**config.mk**
```make
export PLATFORM = sky130hd
export DESIGN_NAME = nvdla_cdma_wt_rd_issue
export DESIGN_NICKNAME = d
export VERILOG_FILES = /design/src/rtl/nvdla_cdma_wt_pkg.sv /design/src/rtl/nvdla_cdma_wt_credit_cnt.sv /design/src/rtl/nvdla_cdma_wt_rd_issue.sv
export SDC_FILE = /design/constraint.sdc
export NUM_CORES = 1
export LEC_CHECK = 0
export ABC_AREA = 1
export ABC_CLOCK_PERIOD_IN_PS = 1800
export BUFFER_PORTS_ARGS = -buffer_cell sky130_fd_sc_hd__buf_4
export CORE_AREA = 2 2 112 114
export DETAILED_ROUTE_END_ITERATION = 16
export DIE_AREA = 0 0 114 116
export GPL_TIMING_DRIVEN = 0
export PLACE_DENSITY = 0.71
export SLEW_MARGIN = 25
export SYNTH_ARGS = -nofsm -noshare
export SYNTH_HDL_FRONTEND = slang
export SYNTH_SLANG_ARGS = --single-unit
```
**constraint.sdc**
```tcl
create_clock -name nvdla_core_clk -period 1.8 [get_ports nvdla_core_clk]
set_input_delay 0.36 -clock nvdla_core_clk [delete_from_list [all_inputs] [get_ports nvdla_core_clk]]
set_output_delay 0.36 -clock nvdla_core_clk [all_outputs]
set_load 0.005 [all_outputs]
```
**src/rtl/nvdla_cdma_wt_pkg.sv**
```systemverilog
// nvdla_cdma_wt_pkg: shared defaults, source IDs and types for the CDMA weight-read issue stage.
package nvdla_cdma_wt_pkg;
   localparam int PD_W_DEF     = 79;
   localparam int MAX_OUTS_DEF = 8;
   localparam int CRD_W_DEF    = 4;
   localparam logic WT_SRC0 = 1'b0;
   localparam logic WT_SRC1 = 1'b1;
   typedef logic [PD_W_DEF-1:0] wt_pd_t;
   typedef enum logic {OUT_EMPTY = 1'b0, OUT_FULL = 1'b1} wt_out_state_e;
endpackage

```
**src/rtl/nvdla_cdma_wt_credit_cnt.sv**
```systemverilog
// nvdla_cdma_wt_credit_cnt: outstanding-read credit counter.
// Ports: nvdla_core_clk/nvdla_core_rstn clock and async active-low reset;
// dec_i consumes a credit (accept), inc_i returns one (rsp done);
// zero_o flags no credit left; credit_err_o is sticky on a return while full.
module nvdla_cdma_wt_credit_cnt #(
   parameter int MAX_OUTS = 8,
   parameter int CRD_W    = 4
) (
   input  logic nvdla_core_clk,
   input  logic nvdla_core_rstn,
   input  logic inc_i,
   input  logic dec_i,
   output logic zero_o,
   output logic credit_err_o
);
   localparam logic [CRD_W-1:0] MAX_C = CRD_W'(MAX_OUTS);
   logic [CRD_W-1:0] credit_q, credit_d;
   logic             err_q, err_d;
   logic             full;
   assign full = credit_q == MAX_C;
   // a return at full is dropped so the count never exceeds MAX_OUTS
   assign credit_d = (dec_i & ~inc_i) ? credit_q - CRD_W'(1) :
                     (inc_i & ~dec_i & ~full) ? credit_q + CRD_W'(1) : credit_q;
   assign err_d = err_q | (inc_i & full);
   always_ff @(posedge nvdla_core_clk or negedge nvdla_core_rstn) begin
      if (!nvdla_core_rstn) begin
         credit_q <= MAX_C;
         err_q    <= 1'b0;
      end else begin
         credit_q <= credit_d;
         err_q    <= err_d;
      end
   end
   assign zero_o       = credit_q == '0;
   assign credit_err_o = err_q;
endmodule

```
**src/rtl/nvdla_cdma_wt_rd_issue.sv**
```systemverilog
// nvdla_cdma_wt_rd_issue: requester-side issue stage for the CDMA weight-read priority arbiter.
// Ports: src0/src1 request valid/pd in, ack out; arb_req0/1 out, arb_gnt0/1 in,
// arb_gnt_busy out; registered DMA read request (valid/ready/pd/src);
// dma_rd_rsp_done returns credits; credit_err sticky; dbg_stall_cnt debug counter.
// Optional stall counter enabled by NVDLA_CDMA_WT_ISSUE_STALL_CNT_EN.
module nvdla_cdma_wt_rd_issue
   import nvdla_cdma_wt_pkg::*;
#(
   parameter int PD_W     = PD_W_DEF,
   parameter int MAX_OUTS = MAX_OUTS_DEF,
   parameter int CRD_W    = CRD_W_DEF
) (
   input  logic            nvdla_core_clk,
   input  logic            nvdla_core_rstn,
   input  logic            cfg_en,
   input  logic            src0_req_valid,
   input  logic [PD_W-1:0] src0_req_pd,
   output logic            src0_req_ack,
   input  logic            src1_req_valid,
   input  logic [PD_W-1:0] src1_req_pd,
   output logic            src1_req_ack,
   output logic            arb_req0,
   output logic            arb_req1,
   input  logic            arb_gnt0,
   input  logic            arb_gnt1,
   output logic            arb_gnt_busy,
   output logic            dma_rd_req_valid,
   input  logic            dma_rd_req_ready,
   output logic [PD_W-1:0] dma_rd_req_pd,
   output logic            dma_rd_req_src,
   input  logic            dma_rd_rsp_done,
   output logic            credit_err,
   output logic [31:0]     dbg_stall_cnt
);
   wt_out_state_e   state_q, state_d;
   logic [PD_W-1:0] pd_q, pd_d;
   logic            src_q, src_d;
   logic            out_full, crd_zero, accept;
   assign arb_req0     = src0_req_valid;
   assign arb_req1     = src1_req_valid;
   assign src0_req_ack = arb_gnt0;
   assign src1_req_ack = arb_gnt1;
   assign out_full     = dma_rd_req_valid & ~dma_rd_req_ready;
   // ready feeds busy combinationally so a draining register can reload in the same cycle
   assign arb_gnt_busy = ~cfg_en | out_full | crd_zero;
   // simultaneous grants are illegal and are not treated as an accept
   assign accept = (arb_gnt0 | arb_gnt1) & ~(arb_gnt0 & arb_gnt1);
   always_comb begin
      state_d = state_q;
      pd_d    = pd_q;
      src_d   = src_q;
      if (accept) begin
         state_d = OUT_FULL;
         pd_d    = arb_gnt1 ? src1_req_pd : src0_req_pd;
         src_d   = arb_gnt1 ? WT_SRC1 : WT_SRC0;
      end else if (state_q == OUT_FULL && dma_rd_req_ready) begin
         state_d = OUT_EMPTY;
      end
   end
   always_ff @(posedge nvdla_core_clk or negedge nvdla_core_rstn) begin
      if (!nvdla_core_rstn) begin
         state_q <= OUT_EMPTY;
         pd_q    <= '0;
         src_q   <= 1'b0;
      end else begin
         state_q <= state_d;
         pd_q    <= pd_d;
         src_q   <= src_d;
      end
   end
   assign dma_rd_req_valid = state_q == OUT_FULL;
   assign dma_rd_req_pd    = pd_q;
   assign dma_rd_req_src   = src_q;
   nvdla_cdma_wt_credit_cnt #(.MAX_OUTS(MAX_OUTS), .CRD_W(CRD_W)) u_crd (
      .nvdla_core_clk  (nvdla_core_clk),
      .nvdla_core_rstn (nvdla_core_rstn),
      .inc_i           (dma_rd_rsp_done),
      .dec_i           (accept),
      .zero_o          (crd_zero),
      .credit_err_o    (credit_err)
   );
`ifdef NVDLA_CDMA_WT_ISSUE_STALL_CNT_EN
   logic [31:0] stall_q, stall_d;
   assign stall_d = ((src0_req_valid | src1_req_valid) & arb_gnt_busy & ~&stall_q) ?
                    stall_q + 32'd1 : stall_q;
   always_ff @(posedge nvdla_core_clk or negedge nvdla_core_rstn) begin
      if (!nvdla_core_rstn) stall_q <= '0;
      else stall_q <= stall_d;
   end
   assign dbg_stall_cnt = stall_q;
`else
   assign dbg_stall_cnt = '0;
`endif
   a_one_grant: assert property (@(posedge nvdla_core_clk) disable iff (!nvdla_core_rstn)
      !(arb_gnt0 && arb_gnt1));
endmodule

```
==> out/summary.txt <==
Core Box Area: 0.0119 mm2
max cap viols: 0
crit end category: output port
outcome: completed
part of the power in registers: 42.0%
Hold Buf Count CTS: 0
yosys warns: 0
H-tree depth: 3
Pint: 4.17 mW
hold crit path type: input pin to asynchronous set/reset pin
Post-Synthesis Cell Area: 0.00440 mm2
Final Power: 5.81 mW
crit path kind: flip-flop to output port
Yosys top cell by area: dfrtp_1
f_max: 0.607 GHz
CP startpoint kind: flip-flop
Clock power frac: 30.5%
combinational share of power: 27.6%
vias per cell: 4.99
synthesized area per cell: 8.18 um2
vias: 4,900
R2R Setup Slk: 0.42 ns
switch share: 28.3%
share of cells above drive strength 1: 39.0%
PortBufs: 249
crit path max fanout: 4
peak supply drop: 486 uV
Worst Max-Slew Pin Slew: 0.770 ns
die area: 0.0132 mm2
setup TNS: 0 ns
PwrDens: 847 mW/mm2
Post-DRT Antenna Nets: 0
gr ovfl total: 0
clk_lat worst skew: 0.32 ns
Clock Tree Root: clkbuf_16
TritonCTS clock tree: done
R2R cell count: 8
placed insts: 965
largest net degree at the start of global routing: 87
drt pass-1 iters: 5
vias in the first global route: 4,650
Yosys top cell area share: 48.3%
Num CTS Buffers: 9
fin cells: 981
Reg clk slew, reported paths: 0.06 ns
Synth Register Bits: 86
Critical Path RT: 1.44 ns
gr usage total: 20.9%
Final Setup Violations: 0
sequential-to-total area share from yosys stat: 48.9%
Starting DRT DRC Count: 235
Routability Congestion: 0.932
Rows: 40
average routed wire per standard cell: 14.5 um
drt total wl: 14.2 mm
Initial Util: 37.0%
clk sink count: 86
skew final: 0.000640 ns
Synth Instances: 538
fraction of registers with async set/reset: 100%
Ant. Diodes: 0
Die Ht: 116 um
Critical Path AT: 1.29 ns
switching pwr: 1.65 mW
Boundary Pins: 286
final hold vios: 0
remaining routing DRC violations: 0
RSZ-0062 raised after global routing: no
largest cells by area after synthesis: dfrtp_1 48%, nand3_1 28%, nand2_1 8.1%, buf_4 6.1%, clkbuf_1 2.1%
initial antenna violation count: 0
Post-synth EDFFs: 0
Final Util: 57.6%
Nets: 997
crit path time final: 1.65 ns
static leakage: 3.62 nW
HPWL after detailed placement: 10.9 mm
final slew viol count: 0
Die X: 114 um
Main synth FF type: dfrtp_1
clock tree buffer depth: 2
P&R area growth vs syn: 55.8%
number of distinct library cells after synthesis: 28
global-route wire length before repair: 22.1 mm
slew margin rel.: 48.7%
Tcrit/Tclk final: 91.6%
==> repair_timing <==
action | in CTS | in global routing
setup buffers | 0 | 0
gates resized for setup | 0 | 1
endpoints found under the setup margin | 0 | 1
==> area by class of cell <==
| type | count | area, um2 |
|---|---|---|
| sequential | 86 | 2150 |
| buffer | 78 | 460 |
| multi-input combinational | 392 | 1850 |
| timing repair buffer | 249 | 1870 |
| tap | 147 | 184 |
| inverter | 13 | 53.8 |
| clock inverter | 2 | 35.0 |
| clock buffer | 14 | 244 |
| fill | 1082 | 5050 |
==> power groups by stage <==
stage	Combinational, mW	Sequential, mW	Clock (mW)
2_1_floorplan	0.690	2.46	0
3_3_place_gp	1.58	2.45	0
3_5_place_dp	1.61	2.46	0
4_1_cts	1.61	2.43	1.81
5_1_grt	1.79	2.47	1.92
6_report	1.60	2.44	1.77
==> state kept, by name, summed over array words and instances, names as in the netlist <==
name / flops
dma_rd_req_src: 1
u_crd.credit_q: 4
u_crd.credit_err_o: 1
dma_rd_req_valid: 1
dma_rd_req_pd: 79
==> per-layer routing <==
metal	up-vias	GRT usage (%)	part of all wire, %
li1	2345	-	-
met1	2271	24.9	39
met2	251	37.5	51
met3	33	4.08	8.2
met4	0	8.29	2.6
met5	-	0	0
==> synth_stat cells, types with 2 or more instances <==
cell type / number
inv_1: 7
buf_2: 14
buf_6: 2
nand2_2: 2
nand3_1: 243
nor2_1: 6
xor2_1: 2
dfrtp_1: 85
inv_2: 3
inv_4: 2
clkbuf_1: 25
nand2_1: 95
o21ai_0: 2
buf_4: 36
==> logic make-up after synthesis <==
| family | share of synthesized area (%) |
|---|---|
| AOI/OAI and AO/OA | 0.824 |
| xor gates and xnor gates | 0.398 |
| adders and majority gates | 0.284 |
| buffers and inverters | 11.7 |
| DFF | 48.9 |
| other | 0.0852 |
| and+or+nand+nor | 37.8 |
==> placed cells by master (no fill, tap or decap), types with 2 or more instances in the layout <==
cell       count
dfrtp_1       85
nand3_1      243
buf_6          3
buf_2         14
buf_4        284
inv_2          3
nand2_1       95
nand2_2        2
conb_1        32
nor2_1         5
inv_4          2
o21ai_0        2
inv_1          7
xor2_1         2
clkbuf_1      30
clkbuf_16      9
==> critical path, cell delays in order, from the launching register on <==
cell and delay [ns]:
dfstp_2 0.56, nor2_1 0.05, nand2_1 0.08, o211ai_1 0.11
buf_4 0.16
==> metrics by stage <==
stage / setup WS [ns] / hold slack (ns) / area [um2]
detailed placement: 0.0789 / 0.465 / 6580
CTS: 0.124 / 0.127 / 6860
global route: 0.0636 / 0.163 / 6860
finish: 0.151 / 0.0920 / 6860
floorplan: 0.274 / 0.0644 / 4520
global placement: 0.0962 / 0.459 / 6570
==> worst paths after layout <==
| kind | start | endpoint |
|---|---|---|
| hold reg to reg | dma_rd_req_src | dma_rd_req_src |
| max in group asynchronous | nvdla_core_rstn | dma_rd_req_pd[6] |
| setup reg to reg | u_crd.credit_q[1] | u_crd.credit_q[2] |
| setup / recovery | u_crd.credit_q[3] | arb_gnt_busy |
| min in group nvdla_core_clk | dma_rd_req_ready | dma_rd_req_valid |
| hold / removal | nvdla_core_rstn | dma_rd_req_pd[29] |
Note: power is estimated with default switching activity, not from simulation.
